[src/rtl/mem_arbiter.sv]
// mem_arbiter: two-requester arbiter/sequencer in front of a single-port
// memory. Each granted request becomes one single-cycle memory access
// (IDLE -> ACCESS -> DONE) followed by a one-cycle ack to the winner.
// Arbitration is round-robin by default; defining MEM_ARB_FIXED_PRIO_EN
// gives requester 0 fixed priority under contention.
module mem_arbiter #(
  parameter int AW = 8,
  parameter int DW = 8
) (
  input  logic          clk,
  input  logic          rst,
  input  logic          req0,
  input  logic          we0,
  input  logic [AW-1:0] addr0,
  input  logic [DW-1:0] wdata0,
  output logic          ack0,
  input  logic          req1,
  input  logic          we1,
  input  logic [AW-1:0] addr1,
  input  logic [DW-1:0] wdata1,
  output logic          ack1,
  output logic [DW-1:0] rdata,
  output logic          busy,
  output logic          mem_rd,
  output logic          mem_wr,
  output logic [AW-1:0] mem_addr,
  output logic [DW-1:0] mem_din,
  input  logic [DW-1:0] mem_dout
);

  typedef enum logic [1:0] {
    IDLE   = 2'd0,
    ACCESS = 2'd1,
    DONE   = 2'd2
  } state_t;

  state_t        state_r;
  state_t        state_s;
  logic          gnt_r;       // index of the requester currently served
  logic          last_gnt_r;  // index served by the previous access
  logic          we_r;        // latched direction of the in-flight access
  logic          grant_s;     // a winner is chosen this cycle
  logic          win_s;       // index of that winner
  logic          sel_we_s;
  logic [AW-1:0] sel_addr_s;
  logic [DW-1:0] sel_wdata_s;

  // Next-state and winner selection; request fields only matter in IDLE.
  always_comb begin
    state_s = state_r;
    grant_s = 1'b0;
    win_s   = 1'b0;
    case (state_r)
      IDLE: begin
        if (req0 || req1) begin
          grant_s = 1'b1;
          state_s = ACCESS;
          if (req0 && req1) begin
`ifdef MEM_ARB_FIXED_PRIO_EN
            win_s = 1'b0;
`else
            win_s = ~last_gnt_r;
`endif
          end else if (req1) begin
            win_s = 1'b1;
          end else begin
            win_s = 1'b0;
          end
        end else begin
          state_s = IDLE;
        end
      end
      ACCESS:  state_s = DONE;
      DONE:    state_s = IDLE;
      default: state_s = IDLE;
    endcase
  end

  // Multiplex the winner's request fields for latching.
  always_comb begin
    if (win_s) begin
      sel_we_s    = we1;
      sel_addr_s  = addr1;
      sel_wdata_s = wdata1;
    end else begin
      sel_we_s    = we0;
      sel_addr_s  = addr0;
      sel_wdata_s = wdata0;
    end
  end

  // FSM state register.
  always_ff @(posedge clk or posedge rst) begin
    if (rst) begin
      state_r <= IDLE;
    end else begin
      state_r <= state_s;
    end
  end

  // Registered datapath and outputs; the address/data registers double as
  // the latched request and hold their value outside ACCESS.
  always_ff @(posedge clk or posedge rst) begin
    if (rst) begin
      gnt_r      <= 1'b0;
      last_gnt_r <= 1'b1;
      we_r       <= 1'b0;
      mem_addr   <= {AW{1'b0}};
      mem_din    <= {DW{1'b0}};
      mem_rd     <= 1'b0;
      mem_wr     <= 1'b0;
      ack0       <= 1'b0;
      ack1       <= 1'b0;
      busy       <= 1'b0;
      rdata      <= {DW{1'b0}};
    end else begin
      mem_rd <= grant_s & ~sel_we_s;
      mem_wr <= grant_s & sel_we_s;
      busy   <= (state_s != IDLE);
      ack0   <= (state_r == ACCESS) && !gnt_r;
      ack1   <= (state_r == ACCESS) && gnt_r;
      if (grant_s) begin
        gnt_r    <= win_s;
        we_r     <= sel_we_s;
        mem_addr <= sel_addr_s;
        mem_din  <= sel_wdata_s;
      end
      if ((state_r == ACCESS) && !we_r) begin
        rdata <= mem_dout;
      end
      if (state_r == DONE) begin
        last_gnt_r <= gnt_r;
      end
    end
  end

endmodule
[config.mk]
export PLATFORM = sky130hd
export DESIGN_NAME = mem_arbiter
export DESIGN_NICKNAME = d
export VERILOG_FILES = /design/src/rtl/mem_arbiter.sv
export SDC_FILE = /design/constraint.sdc
export NUM_CORES = 1
export LEC_CHECK = 0
export ABC_AREA = 1
export CORE_UTILIZATION = 44
export DETAILED_ROUTE_END_ITERATION = 8
export PLACE_DENSITY = 0.9
export SETUP_SLACK_MARGIN = 0.3
export SYNTH_ARGS = -nofsm -noshare
export SYNTH_HDL_FRONTEND = slang
export SYNTH_SLANG_ARGS = --single-unit
[constraint.sdc]
create_clock -name clk -period 2.6 [get_ports clk]
set_input_delay 0.26 -clock clk [delete_from_list [all_inputs] [get_ports clk]]
set_output_delay 0.26 -clock clk [all_outputs]
set_load 0.05 [all_outputs]
==> impl.org, run 1 <==
** Outcome
- The run finished with clean final reports.

** STA
- The clock arrives with 0.0109 ns of skew.
- The final critical path takes up 69.3% of the cycle.
- Total setup violations reported at the end of the flow :: 0
- The final count of hold timing violations came to 0.
- Headroom to the max-slew limit came out at 52.8%.
- After layout, the worst setup slack is 0.798 ns.
- The max-slew violation count is 0.
- Unrepaired setup endpoints after global routing :: no
- F_max :: 555 MHz
- Final critical path time including I/O delays and setup :: 1.80 ns
- After routing, the total negative slack on setup checks comes to 0 ns.
- At the pin with the least slew margin, the transition time is 0.706 ns.

** Synth
- Warnings, synthesis :: 0
- Number of distinct library cell variants in the gate-level netlist after synthesis :: 21
- Post-synth design cell area :: 1600 um^2
- Top flip-flop cell by instance count after synthesis :: sky130_fd_sc_hd__dfrtp_1
- The number of nets handed over by synthesis was 235.
- Async SR Flop Fraction :: 100%
- Number of synthesized register bits :: 34
- Area share of the leading cell type in the synthesized netlist :: 51.5%
- Sequential elements use 53.2% of the synthesized area.
- Of all cell types, the one taking the most synthesized area is sky130_fd_sc_hd__dfrtp_1.
- Synth Instances :: 189
- The synthesized design contains 0 enable-type register cells.
- Count leader, synth :: sky130_fd_sc_hd__nand2_1
- After synthesis, the mean cell area works out to 8.48 um^2.
- Ranking of synthesized cells by area :: sky130_fd_sc_hd__dfrtp_1 52%, sky130_fd_sc_hd__nand2_1 16%, sky130_fd_sc_hd__nand3_1 7.8%
- By count the netlist is led by 69 x sky130_fd_sc_hd__nand2_1, 33 x sky130_fd_sc_hd__dfrtp_1, 25 x sky130_fd_sc_hd__nand3_1.

** Critical path
- Timing startpoint of the critical path :: mem_addr[7]
- The worst register-to-register path ends at rdata[6].
- STA classifies the critical path startpoint as a flip-flop.
- Cell type of the slowest stage on the worst timing path :: sky130_fd_sc_hd__clkdlybuf4s50_1
- The number of buffers and inverters on the critical path is 1.
- Kind of end point of the critical path :: output port
- Critical path cell sequence :: clkdlybuf4s50_1
- The setup check on the worst reg-to-reg path leaves a slack of 0.90 ns.
- Startpoint of the worst register-to-register path :: state_r[0]
- Broken down by cell family, the worst path's largest delay share belongs to buffers and inverters.
- For the worst setup path, the data required time is 2.34 ns.
- The worst register-to-register path has a depth of 5.
- Largest fanout of any net on the critical path :: 2
- Delay contributed by the slowest stage of the critical path :: 0.81 ns
- The critical path in this run is classified as reg -> out.
- CP arrival :: 1.54 ns

** Place
- Placed wire-length estimate :: 2.77 mm
- RD Place Congestion :: 0.754
- Input and output buffers added on the ports amount to 74.
- Place WS :: 0.787 ns

** Finish
- In the final design database the tool counted 311 nets.
- Fill cells in the final layout number 275.
- The area growth from synthesis to layout is 51.2%.
- Of the cells placed in the final design, the portion with a size suffix greater than 1 is 6.39%.
- The number of antenna diodes in the final layout is 0.

** Routing
- Aggregate routed wire length :: 3.64 mm
- DR vias/cell :: 4.85
- Residual DRC :: 0
- The pre-antenna-repair detailed-routing pass consisted of 4 iterations.
- After detailed routing, the average wire length per cell comes to 11.7 um.
- The routed layout has 1513 vias.
- The count of nets left with antenna violations once routing finished came out at 0.
- Drt first-iter violations :: 35

** Pwr
- VDD IR-drop max :: 0.561 mV
- In this run the power density over the cells is 1310 nW/um^2.
- Leakage power :: 0.00122 uW

** Run
- Max-capacitance violation count :: 0

** Clock network
- Num CTS Buffers :: 5
- Clock transition at path regs :: 0.11 ns
- Clock sink count :: 34
- Clock root buffer master :: sky130_fd_sc_hd__clkbuf_4
- Quantity of hold-fixing buffers added after cts :: 0
- Post_cts resized :: 0
- Post CTS Setup Buffer Count :: 0
- No sink is reached through more buffers than the 2 on the longest clock path.
- The H-tree was split into 2 levels.
- The later pin in the worst-skew pair is clocked with a latency of 0.34 ns.
- CTS tree :: yes

** Global routing
- Remaining global-route overflow :: 0
- The first global-routing pass estimated 6.39 mm of wire.
- Initial antenna violation count :: 0
- Entering global routing, the biggest net connects 22 pins.
- Global routing used 21.5% of the available tracks.
- The via count of the first global-routing pass came to 1462.

** Floorplanning
- The die is 62.4 um tall.
- For this design the top-level I/O count stands at 75.
- Die outline width :: 62.4 um
- After floorplanning, the core was sized to cover 3420 um^2.
- The floorplan step defined a die boundary enclosing 3890 um^2.
- Initial standard-cell utilization of the core :: 46.9%
- In this run the core area contains 21 standard-cell rows.

** Worst hold path
- Worst Hold Class :: in -> async
==> where the power goes <==
part	switching, uW	internal, uW	leakage, uW
combinational	1260	599	0.000753
sequential	146	788	0.000421
clock	175	199	0.0000450
==> metal layers <==
metal	GRT usage, %	wire, um	vias up
met2	37.9	1870	61
met1	24.2	1480	703
met3	6.99	231	8
li1	-	-	741
met5	0	0	-
met4	7.85	59	0
==> cell type report <==
type | instances | area, um^2 | share of cell area (%)
flip-flops and latches | 34 | 852 | 35.2
repair buffers | 77 | 763 | 31.5
multi-input cells | 122 | 579 | 23.9
inverters | 25 | 93.8 | 3.87
well taps | 46 | 57.6 | 2.37
clock inverters | 3 | 40.0 | 1.65
clock buffers | 5 | 37.5 | 1.55
==> cell families after synthesis <==
logic type	synth area share, %
compound gates	1.87
buf+inv	10.7
flops	53.2
simple gates	34.3
==> through the flow <==
step | power, uW | hold WS [ns] | utilization (%) | area, um^2 | instances
detailed placement | 2810 | 0.431 | 68.7 | 2350 | 304
global route | 3360 | 0.278 | 71.0 | 2420 | 312
floorplan | 2240 | 0.401 | - | 1600 | 189
global placement | 2770 | 0.412 | 68.7 | 2350 | 304
CTS | 3190 | 0.238 | 71.0 | 2420 | 312
finish | 3170 | 0.235 | 71.0 | 2420 | 312
==> registers in the layout, indices dropped and copies added (netlist names) <==
signal and flops:
mem_addr 8, mem_rd 1, ack1 1, gnt_r 1, state_r 2, ack0 1, mem_din 8, busy 1
last_gnt_r 1, mem_wr 1, we_r 1, rdata 8
==> placed cells by master, fill, tap and decap left out <==
cell type	count
sky130_fd_sc_hd__nand2_2	1
sky130_fd_sc_hd__nor2_4	1
sky130_fd_sc_hd__nand3_1	25
sky130_fd_sc_hd__clkinv_2	2
sky130_fd_sc_hd__o21ai_0	1
sky130_fd_sc_hd__a21oi_1	2
sky130_fd_sc_hd__dfstp_2	1
sky130_fd_sc_hd__nand2_1	69
sky130_fd_sc_hd__nand3b_1	16
sky130_fd_sc_hd__dfrtp_1	33
sky130_fd_sc_hd__inv_1	23
sky130_fd_sc_hd__nand3_2	1
sky130_fd_sc_hd__bufinv_16	1
sky130_fd_sc_hd__inv_2	1
sky130_fd_sc_hd__buf_4	3
sky130_fd_sc_hd__o21ai_2	1
sky130_fd_sc_hd__nor2_1	3
sky130_fd_sc_hd__clkdlybuf4s50_1	74
sky130_fd_sc_hd__clkbuf_4	5
sky130_fd_sc_hd__clkinv_1	1
sky130_fd_sc_hd__a31oi_1	1
sky130_fd_sc_hd__nand4_1	1
==> worst max path at each step <==
| stage | endpoint | slack, ns | depth (start not counted) |
|---|---|---|---|
| floorplan | mem_addr[4] | 1.44 | 6 |
| global placement | we_r | 0.80 | 6 |
| detailed placement | we_r | 0.79 | 6 |
| CTS | mem_addr[7] | 0.79 | 1 |
| global route | rdata[6] | 0.73 | 5 |
| finish | mem_addr[7] | 0.80 | 1 |
Note: power is estimated with default switching activity, not from simulation.
==> inputs of run 2 (changes only) <==
- CORE_UTILIZATION: 44 -> 41
- PLACE_DENSITY: 0.9 -> 0.85
- clock period: 2.6 -> 1.88 ns (I/O delays scaled with it)
==> impl.org, run 2 (synthesis gave the netlist of run 1 again) <==
** Run
- The reported max-cap violation count came to 0 (unchanged).

** STA
- The max-slew violation count is 0 (unchanged).
- The final count of hold timing violations was 0 (unchanged).
- The routed design could run at a clock period as short as 1.39 ns.
- The slew at the pin with the worst max-slew slack came to 0.531 ns (was 0.706 ns).
- Unrepaired setup endpoints after global routing :: no (unchanged)
- Total setup violations reported at the end of the flow :: 0 (unchanged)
- After layout, the worst path uses 74.2% of the clock period.
- F_max :: 717 MHz
- The final-layout setup total negative slack is 0 ns (unchanged).
- The setup clock skew after layout came to 0.00302 ns (was 0.0109 ns).
- Slew HR :: 64.7% (was 52.8%)

** Pwr
- The switching share of total power came to 51.8% (was 49.9%).
- The static leakage power was 0.00130 uW (was 0.00122 uW).
- The maximum VDD drop was 0.782 mV (was 0.561 mV).
- Internal power consumption :: 2030 uW (was 1590 uW)
- Clk pwr share :: 12.8% (was 11.8%)
- The relative contribution of combinational cells to total power came to 56.8% (was 58.7%).
- The power per standard cell area came to 1740 nW/um^2 (was 1310 nW/um^2).
- Net switching power :: 2180 uW (was 1580 uW)
- Final Total Pwr :: 4220 uW (was 3170 uW)
- The register share of total power is 30.3% (was 29.5%).

** Floorplanning
- The chip width is 64.5 um (was 62.4 um).
- The number of core rows was 22 (was 21).
- The y dimension of the die was 64.5 um (was 62.4 um).
- Area of the core :: 3720 um^2 (was 3420 um^2)
- The starting density of the core came to 43.1% (was 46.9%).
- Total die area :: 4160 um^2 (was 3890 um^2)
- The boundary pin count is 75 (unchanged).

** Critical path
- Worst flop-to-flop path endpoint :: mem_wr (was rdata[6])
- The start of the worst register-to-register path is last_gnt_r (was state_r[0]).
- FF-to-FF path depth :: 5 (unchanged)
- Kind of end point of the critical path :: flip-flop (was output port)
- Reg2reg setup slack :: 0.49 ns (was 0.90 ns)
- Class of the most critical setup path :: reg -> reg (was reg -> out)
- Largest fanout of any net on the critical path :: 18 (was 2)
- The worst endpoint data arrival time was 1.57 ns (was 1.54 ns).
- The required time at the endpoint of the critical path was 2.05 ns (was 2.34 ns).
- The kind of launch point of the worst setup path was a flip-flop (unchanged).

** Clock network
- The CTS H-tree depth was 2 (unchanged).
- Quantity of hold-fixing buffers added after cts :: 0 (unchanged)
- The root cell of the clock tree was sky130_fd_sc_hd__clkbuf_8 (was sky130_fd_sc_hd__clkbuf_4).
- The number of sinks handled by clock tree synthesis was 34 (unchanged).
- The number of buffers created by CTS came to 5 (unchanged).
- Insertion delay to the later sink of the worst-skew pair :: 0.28 ns (was 0.34 ns)
- The clock-pin slew on the worst setup and hold paths was 0.07 ns (was 0.11 ns).
- The CTS tree was yes (unchanged).
- The number of buffers on the longest clock path is 2 (unchanged).

** Routing
- The count of routing violations after the opening detailed-route iteration is 106 (was 35).
- The routed wirelength normalized by instance count was 12.0 um (was 11.7 um).
- The count of antenna-violating nets left after detailed routing was 0 (unchanged).
- The detailed-routing iteration count for the pre-antenna-repair pass came to 4 (unchanged).
- The detailed-route vias per instance was 4.70 (was 4.85).
- Aggregate routed wire length :: 3.80 mm (was 3.64 mm)
- Detailed-route via count :: 1485 (was 1513)
- Residual DRC :: 0 (unchanged)

** Finish
- Highest-count cells in the layout ignoring fill and taps :: 69 x sky130_fd_sc_hd__nand2_1, 45 x sky130_fd_sc_hd__clkdlybuf4s50_1, 33 x sky130_fd_sc_hd__dfrtp_1 (was 74 x sky130_fd_sc_hd__clkdlybuf4s50_1, 69 x sky130_fd_sc_hd__nand2_1, 33 x sky130_fd_sc_hd__dfrtp_1)
- Layout overhead on the synthesized area :: 50.9% (was 51.2%)
- The storage element area came to 852 um^2 (unchanged).
- The final cell area excluding filler cells is 2420 um^2 (about the same).
- The leading cell type in the layout, fill and taps excluded was sky130_fd_sc_hd__nand2_1 (was sky130_fd_sc_hd__clkdlybuf4s50_1).
- The combined area of the multi-input logic cells was 579 um^2 (unchanged).
- Net total in the final layout :: 313 (was 311)
- Filler Cell Count :: 336 (was 275)
- # diodes :: 0 (unchanged)
- The share of final-layout standard cells stronger than drive strength 1 came to 6.72% (was 6.39%).
- Largest registers: mem_addr (8), mem_din (8), rdata (8) (unchanged).

** Outcome
- Outcome: finished clean (unchanged).

** Place
- The HPWL after detailed placement is 2.81 mm (was 2.77 mm).
- Cell Area, Placed :: 2360 um^2 (was 2350 um^2)
- The placer congestion estimate was 0.745 (was 0.754).
- The number of I/O port buffers was 74 (unchanged).

** Worst hold path
- The path type of the worst min-delay path is in -> async (unchanged).

** Global routing
- Largest net degree at the start of global routing :: 35 (was 22)
- The via count of the first global-routing pass came to 1437 (was 1462).
- Total Routing Usage GR :: 21.0% (was 21.5%)
- Remaining global-route overflow :: 0 (unchanged)
- The number of antenna violations at the first check in global routing is 0 (unchanged).
- Wire length of the first global-routing pass :: 6.53 mm (was 6.39 mm)
-- run 2: layout make-up --
class,count,area share (%)
clock buffer,7,3.57
clock inverter,1,0.207
inverter,25,3.88
multi-input combinational,122,24.0
sequential,34,35.2
tap,48,2.48
timing repair buffer,79,30.7
-- run 2: power by group through the flow --
stage	Sequential (uW)	Combinational, uW	Clock (uW)
finish	1280	2400	540
global route	1320	2580	588
CTS	1280	2410	557
detailed placement	1300	2610	0
global placement	1290	2570	0
floorplan	2300	800	0
-- run 2: worst max-delay path by stage --
stage,startpoint,to,slack [ns]
finish,last_gnt_r,mem_wr,0.49
global route,last_gnt_r,mem_wr,0.41
CTS,last_gnt_r,mem_wr,0.49
detailed placement,req0,we_r,0.24
global placement,req0,we_r,0.28
floorplan,last_gnt_r,mem_addr[4],0.72
-- run 2: metrics by stage --
step / std cells / setup slack, ns / utilization [%] / hold WS [ns]
5_1_grt: 316 / 0.413 / 65.1 / 0.341
3_5_place_dp: 308 / 0.244 / 63.6 / 0.425
4_1_cts: 316 / 0.486 / 65.1 / 0.314
2_1_floorplan: 189 / 0.718 / - / 0.329
6_report: 316 / 0.485 / 65.1 / 0.308
3_3_place_gp: 308 / 0.279 / 63.6 / 0.410
-- run 2: worst max-delay path, stage by stage, from the launching register on --
cell and delay [ns]:
sky130_fd_sc_hd__dfstp_2 0.54, sky130_fd_sc_hd__nand2_2 0.13, sky130_fd_sc_hd__nand3_2 0.32, sky130_fd_sc_hd__nand2_1 0.13, sky130_fd_sc_hd__nand3_1 0.12, sky130_fd_sc_hd__inv_1 0.06
-- run 2: repair_timing --
item | CTS | global route
resized for setup | 29 | 0
setup buffers | 0 | 0
endpoints found under the setup margin | 29 | 0
-- run 2: layer usage --
layer / vias up / part of all wire [%] / track usage, % / wire length, um
met5: - / 0 / 0 / 0
met4: 0 / 1.8 / 11.1 / 69
met3: 6 / 4.9 / 4.58 / 186
met2: 54 / 49 / 34.3 / 1880
met1: 682 / 44 / 25.8 / 1670
li1: 743 / - / - / -
==> inputs of run 3 (changes only) <==
- clock period: 1.88 -> 1.5 ns (I/O delays scaled with it)
==> impl.org, run 3 (synthesis gave the netlist of run 1 again) <==
** Outcome
- Outcome: finished clean (unchanged).

** Critical path
- The start of the worst register-to-register path is state_r[1] (was last_gnt_r).
- The category of the most critical setup path was reg -> reg (unchanged).
- Category of the worst setup path launch point :: flip-flop (unchanged)
- Largest fanout of any net on the critical path :: 5 (was 18)
- FF-to-FF path depth :: 6 (was 5)
- Reg2reg setup slack :: 0.27 ns (was 0.49 ns)
- The beginning of the critical path is state_r[1] (was last_gnt_r).
- Kind of end point of the critical path :: flip-flop (unchanged)
- The endpoint of the most critical setup path is we_r (was mem_wr).
- Worst flop-to-flop path endpoint :: we_r (was mem_wr)
- The worst endpoint data arrival time came to 1.46 ns (was 1.57 ns).
- The required time at the endpoint of the critical path came to 1.73 ns (was 2.05 ns).

** STA
- Worst-case clock skew :: 0.00302 ns (about the same)
- Unrepaired setup endpoints after global routing: yes (was no).
- The worst-case setup margin in the final layout was 0.268 ns (was 0.485 ns).
- The minimum clock period was 1.23 ns (was 1.39 ns).
- The final count of hold timing violations was 0 (unchanged).
- Aggregate negative setup slack :: 0 ns (unchanged)
- Max Slew Vio Count :: 0 (unchanged)
- The count of endpoints failing setup in the final report is 0 (unchanged).
- Slew HR :: 68.4% (was 64.7%)
- Hold slack :: 0.129 ns (was 0.308 ns)
- The achievable clock frequency is 811 MHz (was 717 MHz).
- Worst Max-Slew Pin Slew :: 0.473 ns (was 0.531 ns)
- The part of the cycle the worst path needs came to 82.2% (was 74.2%).

** Finish
- Highest-count cells in the layout ignoring fill and taps: 65 x sky130_fd_sc_hd__nand2_1, 44 x sky130_fd_sc_hd__clkdlybuf4s50_1, 34 x sky130_fd_sc_hd__buf_4 (was 69 x sky130_fd_sc_hd__nand2_1, 45 x sky130_fd_sc_hd__clkdlybuf4s50_1, 33 x sky130_fd_sc_hd__dfrtp_1).
- Net total in the final layout :: 324 (was 313)
- The storage element area came to 853 um^2 (was 852 um^2).
- Layout overhead on the synthesized area :: 60.9% (was 50.9%)
- The final cell area excluding filler cells came to 2580 um^2 (was 2420 um^2).
- The fill cell total of the finished layout was 300 (was 336).
- The share of final-layout standard cells stronger than drive strength 1 was 23.7% (was 6.72%).
- The combined area of the multi-input logic cells is 664 um^2 (was 579 um^2).
- The leading cell type in the layout, fill and taps excluded is sky130_fd_sc_hd__nand2_1 (unchanged).
- The number of diodes added for antenna fixing is 0 (unchanged).
- Largest registers: mem_addr (8), mem_din (8), rdata (8) (unchanged).

** Floorplanning
- The boundary pin count is 75 (unchanged).
- Die outline width :: 64.5 um (unchanged)
- The starting density of the core came to 43.1% (unchanged).
- Site Rows :: 22 (unchanged)
- The y dimension of the die was 64.5 um (unchanged).
- Total die area :: 4160 um^2 (unchanged)
- Area of the core :: 3720 um^2 (unchanged)

** Place
- IO Port Bufs :: 74 (unchanged)
- The HPWL after detailed placement was 3.06 mm (was 2.81 mm).
- Cell Area, Placed :: 2310 um^2 (was 2360 um^2)
- Place WS :: -0.0148 ns (was 0.244 ns)
- RD Place Congestion :: 0.740 (was 0.745)

** Routing
- The count of routing violations after the opening detailed-route iteration came to 68 (was 106).
- Met3 wire len :: 243 um (was 186 um)
- Met1 wire length :: 1.82 mm (was 1.67 mm)
- The count of antenna-violating nets left after detailed routing came to 0 (unchanged).
- Amount of wire on met2 after detailed routing :: 2.36 mm (was 1.88 mm)
- DRT Pass-1 Iters :: 4 (unchanged)
- Residual DRC :: 0 (unchanged)
- Average detailed-routed wire length per instance :: 14.0 um (was 12.0 um)
- DR vias/cell :: 4.91 (was 4.70)
- The highest metal layer used by the detailed router is met4 (unchanged).
- Aggregate routed wire length :: 4.59 mm (was 3.80 mm)
- The via count came to 1605 (was 1485).

** Clock network
- Clock transition at path regs :: 0.06 ns (was 0.07 ns)
- Number of levels in the clock H-tree :: 2 (unchanged)
- The CTS tree was yes (unchanged).
- Max Root-Sink Buffers :: 2 (unchanged)
- Clock sink count :: 34 (unchanged)
- Num CTS Buffers :: 5 (unchanged)
- The clock latency on the worst-skew pair was 0.29 ns (was 0.28 ns).
- Quantity of hold-fixing buffers added after cts :: 0 (unchanged)
- Clock root buffer master :: sky130_fd_sc_hd__clkbuf_8 (unchanged)

** Global routing
- The maximum number of pins on one net before global-route repair is 20 (was 35).
- The total global routing track utilization came to 21.8% (was 21.0%).
- The total congestion overflow came to 0 (unchanged).
- The number of antenna violations at the first check in global routing is 0 (unchanged).
- The global-route wire length before repair is 6.70 mm (was 6.53 mm).
- The via count of the first global-routing pass is 1466 (was 1437).

** Pwr
- The power per standard cell area came to 2300 nW/um^2 (was 1740 nW/um^2).
- VDD IR-drop max :: 0.907 mV (was 0.782 mV)
- Leakage power :: 0.00135 uW (was 0.00130 uW)

** Run
- Max-capacitance violation count :: 0 (unchanged)

** Worst hold path
- The path type of the worst min-delay path is in -> async (unchanged).
[run 3: cell count changes in the layout (fill, tap and decap cells not counted), moves of 4 or more]
cell and delta:
sky130_fd_sc_hd__buf_4 +29, sky130_fd_sc_hd__nand2_1 -4, sky130_fd_sc_hd__nand3_2 +4, sky130_fd_sc_hd__dlygate4sd2_1 -29
[run 3: critical path: stages (launching register included)]
cell                      delay (ns)
sky130_fd_sc_hd__dfrtp_2        0.45
sky130_fd_sc_hd__nor2_4         0.17
sky130_fd_sc_hd__buf_6          0.13
sky130_fd_sc_hd__nand3_4        0.11
sky130_fd_sc_hd__nand2_1        0.12
sky130_fd_sc_hd__nand3_1        0.11
sky130_fd_sc_hd__nand2_1        0.08
[run 3: layout make-up]
type	instances	share of cell area [%]
sequential	34	33.1
timing repair buffer	86	31.3
multi-input combinational	125	25.8
inverter	25	3.83
clock buffer	8	3.49
tap	48	2.33
timing repair inverter	1	0.194
[run 3: metrics by stage]
stage / cells / util (%) / power, uW
floorplan: 189 / - / 3880
global placement: 311 / 62.3 / 4750
detailed placement: 311 / 62.3 / 4830
CTS: 320 / 65.3 / 5570
global route: 327 / 69.4 / 6260
finish: 327 / 69.4 / 5930
[run 3: per-layer routing]
layer | vias up | global-route usage (%)
met1 | 755 | 24.7
met2 | 64 | 38.0
met3 | 12 | 6.34
met5 | - | 0
met4 | 0 | 8.89
li1 | 774 | -
[run 3: how the worst min path moves through the flow]
stage	slack, ns	from	endpoint
floorplan	0.29	rst	ack0
global placement	0.41	gnt_r	ack0
detailed placement	0.43	gnt_r	ack0
CTS	0.14	rst	state_r[1]
global route	0.17	rst	state_r[1]
finish	0.13	rst	state_r[1]
[run 3: where the power goes]
part	switching [uW]	total, uW	internal, uW
logic	2430	3610	1180
clock network	313	686	374
registers	263	1640	1370
[run 3: repair_timing]
action | 4_1_cts | 5_1_grt
pin swaps | 1 | 6
buffers inserted | 0 | 2
gates cloned | 1 | 5
endpoints found under the setup margin | 28 | 28
resized for setup | 3 | 18
